===== src/rtl/shift_sequencer.sv =====
// Control stage for an external WIDTH-bit rotating shift register: loads a word,
// rotates it a programmed number of steps, then holds it by reloading q onto D.
module shift_sequencer #(
   parameter int WIDTH = 8,
   parameter int CNT_W = 4
) (
   input  logic             clock,
   input  logic             reset,
   input  logic             start,
   input  logic [WIDTH-1:0] data_in,
   input  logic             load_left_req,
   input  logic [CNT_W-1:0] steps,
   input  logic [WIDTH-1:0] q_in,
   output logic [WIDTH-1:0] D_out,
   output logic             parallel_loadn,
   output logic             load_left,
   output logic             busy,
   output logic             done
);

   typedef enum logic [1:0] {
      IDLE  = 2'd0,
      LOAD  = 2'd1,
      SHIFT = 2'd2,
      DONE  = 2'd3
   } state_t;

   state_t           state;
   state_t           state_nxt;
   logic [WIDTH-1:0] data_r;
   logic             dir_r;
   logic [CNT_W-1:0] cnt;

   // The step count is captured straight into cnt on start; it holds through LOAD,
   // so cnt in LOAD is the latched request.
   // NOTE: sequential state uses non-blocking assignments so every register samples
   // the pre-edge values, independent of statement order.
   always_ff @(posedge clock) begin
      if (!reset) begin
         state  <= IDLE;
         data_r <= '0;
         dir_r  <= 1'b0;
         cnt    <= '0;
      end else begin
         state <= state_nxt;
         case (state)
            IDLE: begin
               if (start) begin
                  data_r <= data_in;
                  dir_r  <= load_left_req;
                  cnt    <= steps;
               end
            end
            SHIFT: begin
               if (cnt != '0) cnt <= cnt - CNT_W'(1);
            end
            default: ;
         endcase
      end
   end

   // NOTE: every output is given a default before the case so no path leaves a
   // signal unassigned, which would otherwise infer a latch.
   always_comb begin
      state_nxt      = state;
      D_out          = q_in;
      parallel_loadn = 1'b0;
      load_left      = 1'b0;
      busy           = 1'b0;
      done           = 1'b0;
      case (state)
         IDLE: begin
            if (start) state_nxt = LOAD;
         end
         LOAD: begin
            D_out     = data_r;
            busy      = 1'b1;
            state_nxt = (cnt != '0) ? SHIFT : DONE;
         end
         SHIFT: begin
            D_out          = data_r;
            parallel_loadn = 1'b1;
            load_left      = dir_r;
            busy           = 1'b1;
            // cnt==1 is the last rotation; <=1 keeps a corrupted zero from wrapping.
            if (cnt <= CNT_W'(1)) state_nxt = DONE;
         end
         DONE: begin
            done      = 1'b1;
            state_nxt = IDLE;
         end
         default: state_nxt = IDLE;
      endcase
   end

endmodule


===== config.mk =====
export PLATFORM = sky130hd
export DESIGN_NAME = shift_sequencer
export DESIGN_NICKNAME = d
export VERILOG_FILES = /design/src/rtl/shift_sequencer.sv
export SDC_FILE = /design/constraint.sdc
export NUM_CORES = 1
export LEC_CHECK = 0
export BUFFER_PORTS_ARGS = -buffer_cell sky130_fd_sc_hd__buf_2
export CAP_MARGIN = 30
export CORE_MARGIN = 2
export CORE_UTILIZATION = 25
export DETAILED_ROUTE_END_ITERATION = 10
export PLACE_DENSITY_LB_ADDON = 0.25
export REMOVE_ABC_BUFFERS = 1
export SLEW_MARGIN = 30
export SYNTH_ARGS = -nofsm -noshare
export SYNTH_HDL_FRONTEND = slang
export SYNTH_SLANG_ARGS = --single-unit

===== constraint.sdc =====
create_clock -name clock -period 1.5 [get_ports clock]
set_input_delay 0.3 -clock clock [delete_from_list [all_inputs] [get_ports clock]]
set_output_delay 0.3 -clock clock [all_outputs]
set_load 0.1 [all_outputs]

# Yosys cells after proc, flatten, opt, wreduce, memory -nomap -nowiden
# Index checks and enable logic that the tools add are counted.
# totals
reg_bits	15
in_bits	24
out_inout_bits	12
elab_cells	31
# op_classes
add_sub_neg	1
order_cmp	1
eq_ne	6
mux	12
n_reduce_logical	7
# op_table
operator	n
two-way mux 4 bit	2
two-way mux 8 bit	1
one-hot mux 2 bit (4 select lines)	1
one-hot mux 4 bit (2 select lines)	1
!= test 2 bit (second input constant)	3
two-way mux 1 bit	5
== test 2 bit (second input constant)	2
<= comparator 4 x 1 -> 1 bit (second input constant)	1
two-way mux 2 bit	2
AND reduction 2 bit	2
nonzero test 4 bit	1
subtractor 4 x 1 -> 4 bit (second input constant)	1
AND reduction 3 bit	1
== test 2 x 1 -> 1 bit (second input constant)	1
zero test 2 bit	1
nonzero test 2 bit	1
OR reduction 2 bit	1

# Depth between registers and ports, before layout
# Gate-level depths: netlist of run 1.
# depth
depth_word	3
mapped_depth	7
ltp_nobuf	6

# Worst setup path after synthesis of run 1
# No wires, ideal clock.
# synth_timing
path_type	register to output
start	register state[0]
end	output port load_left
arrival_ns	2.374
required_ns	1.200
path_slack_ns	-1.174
stages_incl_launch_ff	5
path_buffers	1
path_cell_list	dfxtp_1 -> inv_1 -> ha_1 -> buf_4 -> and2_1
# synth_between
elab_chain_cells	2
# synth_lines
item	line	text
from (decl)	28	state_t state;
from (signal assigned)	45	state <= state_nxt;
== test 2 bit	71	case (state)
two-way mux 1 bit	71	
to (decl)	16	output logic load_left,
# Every way passes these cells.

# Worst setup path in the final report of run 1
# layout_timing
start	register state[0]
end	output port D_out[7]
# layout_between
elab_chain_cells	3
elab_cells_between_ends	4
cone_classes	eq/ne (2); mux (1); reduce/logical (1)
# layout_lines
item	line	text
== test 2 bit or == test 2 x 1 -> 1 bit (tied branches)	71	
OR reduction 2 bit (no source line) (*)	-	
two-way mux 8 bit (*)	71	
to (decl)	14	output logic [WIDTH-1:0] D_out,
# Every way passes the cells marked *; elsewhere a longest branch is shown, timed or not.

==> results.sh, run 1 <==
export IMPL_synthAdderAreaFrac_pct=10.8
export IMPL_synth_top_family_by_area="compound AO/OA/AOI/OAI gates"
export IMPL_synth_simple_area_share_pct=18.2
export IMPL_crit_family="buffers and inverters"
export IMPL_antenna_left=0
export IMPL_crit_fanout=7
export IMPL_grt_usage_pct=13.3
export IMPL_path_buf_inv=3
export IMPL_syn_avg_cell_area_um2=8.47
export IMPL_layout_nets=198
export IMPL_synth_cell_type_count=30
export IMPL_maxCapViolations=0
export IMPL_cp_start_kind="register"
export IMPL_yosysMostFrequentCell="nand2_1"
export IMPL_synth_compound_area_share_pct=23.2
export IMPL_numCtsBuffers=3
export IMPL_synth_seq_cells=15
export IMPL_hold_viol=0
export IMPL_syn_area_um2=923
export IMPL_place_ws_ns=-0.180
export IMPL_synth_top_area_cell="dfxtp_1"
export IMPL_core_area_um2=3610
export IMPL_drc=0
export IMPL_wl_mm=2.64
export IMPL_rows=22
export IMPL_status="finished with violations"
export IMPL_synth_area_leaders="dfxtp_1 33%, ha_1 11%, mux2_2 9.8%"
export IMPL_first_global_vias=1002
export IMPL_drive_gt1_share_pct=53.9
export IMPL_first_pass_iters=4
export IMPL_syn_inst=109
export IMPL_drtIter0Drc=38
export IMPL_dp_cells=201
export IMPL_synth_edff_count=0
export IMPL_dp_hpwl_mm=1.96
export IMPL_cpMaxStageDelayCell="dfxtp_2"
export IMPL_setup_viol=16
export IMPL_start_util_pct=25.6
export IMPL_nFillCells=347
export IMPL_synth_mux_area_share_pct=9.76
export IMPL_final_area_um2=1660
export IMPL_viasPerCell=4.53
export IMPL_synth_top_area_share_pct=32.5
export IMPL_ys_async_sr_fraction_pct=0
export IMPL_cts_hold_buffers=0
export IMPL_slew_headroom_pct=79.4
export IMPL_cts_tree="done"
export IMPL_skew_ns=0.00151
export IMPL_cts_buffer_depth=2
export IMPL_insertion_delay_ns=0.25
export IMPL_io_pins=36
export IMPL_dieArea_um2=4200
export IMPL_finalNonFillerCells=213
export IMPL_yosysSeqAreaShare_pct=32.5
export IMPL_drv_slew=0
export IMPL_numClockSinks=15
export IMPL_endpoint_kind="output port"
export IMPL_cts_root_buffer_cell="clkbuf_8"
export IMPL_violations="setup timing"
export IMPL_holdWs_ns=0.299
export IMPL_post_route_period_util_pct=123
export IMPL_crit_type="register to output port"
export IMPL_die_y_um=64.8
export IMPL_clkTransAtPathRegs_ns=0.06
export IMPL_antenna_found_initial=0
export IMPL_grt_pass1_wl_mm=4.38
export IMPL_regArea_um2=303
export IMPL_required_ns=1.20
export IMPL_routedWlPerCell_um=12.4
export IMPL_synth_ff_type="dfxtp_1"
export IMPL_port_buffer_count=35
export IMPL_area_growth_pct=79.7
export IMPL_arrival_ns=1.55
export IMPL_cts_max_level=1
export IMPL_tightest_slew_ns=0.310
export IMPL_multi_input_area_um2=652
export IMPL_critPathMaxStageDelay_ns=0.34
export IMPL_die_w_um=64.8
export IMPL_synth_warning_count=0
export IMPL_cp_cell_sequence="inv_2 > ha_4 > buf_8 > mux2_4 > buf_12"
export IMPL_insertedDiodeCount=0
export IMPL_synth_xor_area_share_pct=0
export IMPL_synth_common_cells="16 x nand2_1, 15 x a21oi_1, 15 x dfxtp_1"
export IMPL_max_clock_freq_mhz=541
export IMPL_placed_area_um2=1420
export IMPL_via_count=964
export IMPL_grt_max_degree=12
export IMPL_period_minus_slack_ns=1.85
export IMPL_overflow=0
export IMPL_hp_class="input port to register"
export IMPL_grt_setup_unrepaired="yes"
export IMPL_gp_congestion=0.743
export IMPL_setup_slack_ns=-0.349
-- registers in the layout, summed over array words and instances, names as in the netlist --
name and cells:
dir_r 1, state 2, data_r 8, cnt 4
-- layer usage --
metal / GRT usage [%] / vias up / share of wire, %
met5: 0 / - / 0
met4: 6.91 / 0 / 2.2
met3: 1.91 / 7 / 2.7
met2: 23.7 / 16 / 54
met1: 15.3 / 446 / 41
li1: - / 495 / -
-- area by class of cell --
| cell class | count | area share, % |
|---|---|---|
| clock buffers | 3 | 2.49 |
| well taps | 48 | 3.62 |
| inverters | 7 | 1.73 |
| multi-input cells | 82 | 39.3 |
| flip-flops and latches | 15 | 18.3 |
| repair buffers | 57 | 34.3 |
| clock inverters | 1 | 0.302 |
-- worst reg2reg max path: stages (launching register included) --
cell	delay [ns]
dfxtp_2	0.34
inv_2	0.06
buf_6	0.11
buf_6	0.11
ha_4	0.17
buf_6	0.12
o221ai_4	0.29
buf_6	0.16
o21ai_2	0.05
a21oi_1	0.11
-- per-stage QoR --
stage / TNS [ns] / util [%]
floorplan: -13.65 / -
global placement: -1.05 / 39.3
detailed placement: -1.52 / 39.3
CTS: -3.26 / 45.2
global route: -4.15 / 46.0
finish: -3.45 / 46.0
-- path summary, 6_finish.rpt --
path                    end  cells past startpoint  slack, ns        from
setup / recovery   D_out[7]                      5      -0.35    state[0]
hold / removal    data_r[4]                      3       0.30  data_in[4]
setup reg to reg     cnt[0]                      9      -0.08    state[0]
hold reg to reg   data_r[5]                      2       0.46   data_r[5]
-- layout by cell type, fill, tap and decap left out, types with 2 or more instances in the layout --
cell type,Yosys,final
a21oi_1,15,13
a21oi_2,1,3
buf_12,0,12
buf_2,2,23
buf_4,1,10
buf_6,0,11
clkbuf_8,0,3
dfxtp_1,15,13
dfxtp_2,0,2
ha_1,8,6
ha_4,0,2
inv_1,7,4
inv_2,0,2
mux2_4,0,8
nand2_1,16,15
nand3_1,11,11
nor2_1,3,3
o21ai_2,0,2
-- repair_timing --
| item | 4_1_cts | 5_1_grt |
|---|---|---|
| resized for setup | 31 | 8 |
| endpoints found under the setup margin | 15 | 17 |
| buffers inserted | 7 | 1 |
| pin swaps | 5 | 6 |
-- cell families after synthesis --
group	after synthesis
and+or+nand+nor	36
AOI/OAI and AO/OA	30
DFF	15
buffers and inverters	12
muxes	8
adders and majority gates	8
Power of run 1 is left out: the tool's default activity adds up to more than one toggle a clock period on the data nets, which glitch-free logic cannot reach.
==> run 2: changes to the inputs <==
- CORE_ASPECT_RATIO: unset -> 1.25
==> run 2 against run 1 <==
Net effect:
- the flow still finishes with violations (setup timing)
- critical path depth stayed put
- via count fell by 1.5%
- critical endpoint is now D_out[0]
- worst hold slack gained 0.0043 ns
- cell area is 8.2% lower
- flip-flop and latch count stayed put
- clock-buffer cell count increased by 1
- maximum frequency grew 1.1%
==> results.sh, run 2 (same netlist as run 1, synthesis figures left out) <==
export IMPL_required_ns=1.20
export IMPL_nFillCells=363
export IMPL_antenna_left=0
export IMPL_critPathMaxStageDelay_ns=0.35
export IMPL_drv_slew=0
export IMPL_period_minus_slack_ns=1.83
export IMPL_setup_viol=13
export IMPL_violations="setup timing"
export IMPL_max_clock_freq_mhz=546
export IMPL_grt_usage_pct=12.5
export IMPL_hold_viol=0
export IMPL_cts_tree="done"
export IMPL_status="finished with violations"
export IMPL_holdWs_ns=0.303
export IMPL_largest_reg_flops=8
export IMPL_numClockSinks=15
export IMPL_insertedDiodeCount=0
export IMPL_antenna_found_initial=0
export IMPL_path_buf_inv=3
export IMPL_hp_class="input port to register"
export IMPL_crit_family="flip-flops"
export IMPL_ff2ff_setup_slack_ns=-0.03
export IMPL_numCtsBuffers=3
export IMPL_crit_type="register to output port"
export IMPL_wl_met3_um=212
export IMPL_worstHoldStart="data_in[4]"
export IMPL_skew_ns=0.00448
export IMPL_placed_area_um2=1390
export IMPL_via_count=950
export IMPL_routed_top_layer="met4"
export IMPL_crit_fanout=5
export IMPL_reg2reg_from="state[1]"
export IMPL_layout_commonest_cell="buf_2"
export IMPL_first_pass_iters=4
export IMPL_overflow=0
export IMPL_drtIter0Drc=25
export IMPL_largest_register="data_r"
export IMPL_io_pins=36
export IMPL_endpoint_kind="output port"
export IMPL_maxCapViolations=0
export IMPL_top_regs="data_r: 8 flops, cnt: 4 flops, state: 2 flops"
export IMPL_routedWlPerCell_um=12.6
export IMPL_ff2ff_path_depth=6
export IMPL_rows=24
export IMPL_holdPathStages=3
export IMPL_die_y_um=72.0
export IMPL_cp_cell_sequence="inv_4 > ha_4 > buf_8 > mux2_4 > buf_12"
export IMPL_final_setup_tns_ns=-3.15
export IMPL_port_buffer_count=35
export IMPL_dp_hpwl_mm=1.87
export IMPL_clkTransAtPathRegs_ns=0.06
export IMPL_tightest_slew_ns=0.453
export IMPL_dieArea_um2=4200
export IMPL_hold_path_end="data_r[4]"
export IMPL_cts_max_level=1
export IMPL_cp_start_kind="register"
export IMPL_cpMaxStageDelayCell="dfxtp_2"
export IMPL_insertion_delay_ns=0.25
export IMPL_cts_root_buffer_cell="clkbuf_8"
export IMPL_grt_setup_unrepaired="yes"
export IMPL_wl_mm=2.48
export IMPL_layout_nets=191
export IMPL_arrival_ns=1.53
export IMPL_start_util_pct=26.3
export IMPL_area_growth_pct=64.9
export IMPL_drive_gt1_share_pct=45.6
export IMPL_cts_hold_buffers=0
export IMPL_post_route_period_util_pct=122
export IMPL_grt_pass1_wl_mm=4.11
export IMPL_r2r_end="cnt[1]"
export IMPL_core_area_um2=3510
export IMPL_grt_max_degree=14
export IMPL_first_global_vias=911
export IMPL_gp_congestion=0.723
export IMPL_drc=0
export IMPL_cts_buffer_depth=2
export IMPL_slew_headroom_pct=69.8
export IMPL_routedLengthMet1_um=994
export IMPL_viasPerCell=4.82
export IMPL_die_w_um=58.4
export IMPL_routed_wl_met2_mm=1.24
export IMPL_final_area_um2=1520
export IMPL_setup_slack_ns=-0.330
export IMPL_final_cell_mix="23 x buf_2, 16 x nand2_1, 15 x a21oi_1, 13 x dfxtp_1"
## run 2: metrics by stage
stage          util (%)  worst slack, ns  instances
6_report           43.3           -0.330        197
5_1_grt            43.3           -0.377        197
4_1_cts            43.2           -0.338        197
3_5_place_dp       39.6           -0.181        190
3_3_place_gp       39.6           -0.154        190
2_1_floorplan         -            -1.14        104
## run 2: repair_timing
action | CTS | global route
pin swaps | 1 | 1
resized for setup | 17 | 3
endpoints found under the hold margin | 0 | 0
gates cloned | 1 | 0
buffers inserted | 3 | 1
setup endpoints to repair | 14 | 17
## run 2: layout make-up
class	instances	area [um^2]	share of cell area (%)
multi-input cells	82	614	40.3
well taps	39	48.8	3.20
flip-flops and latches	15	303	19.9
repair buffers	50	483	31.7
clock buffers	4	45.0	2.96
inverters	7	28.8	1.89
## run 2: layer usage
layer  global-route usage, %  up-vias
met1                    14.8      426
met2                    22.0       41
met4                    5.43        0
met5                       0        -
met3                    1.78        4
li1                        -      479
## run 2: worst max-delay path by stage
stage	startpoint	to	slack, ns	depth (start not counted)
finish	state[0]	D_out[0]	-0.33	5
global placement	state[0]	D_out[0]	-0.15	5
detailed placement	state[0]	D_out[2]	-0.18	5
CTS	state[0]	D_out[2]	-0.34	5
floorplan	state[0]	load_left	-1.14	3
global route	state[0]	D_out[0]	-0.38	5
## run 2: tightest hold or removal path, stage by stage
cell and delay, ns:
buf_2 0.09, nand3_1 0.05, a21oi_1 0.06
Power of run 2 is left out for the same reason.
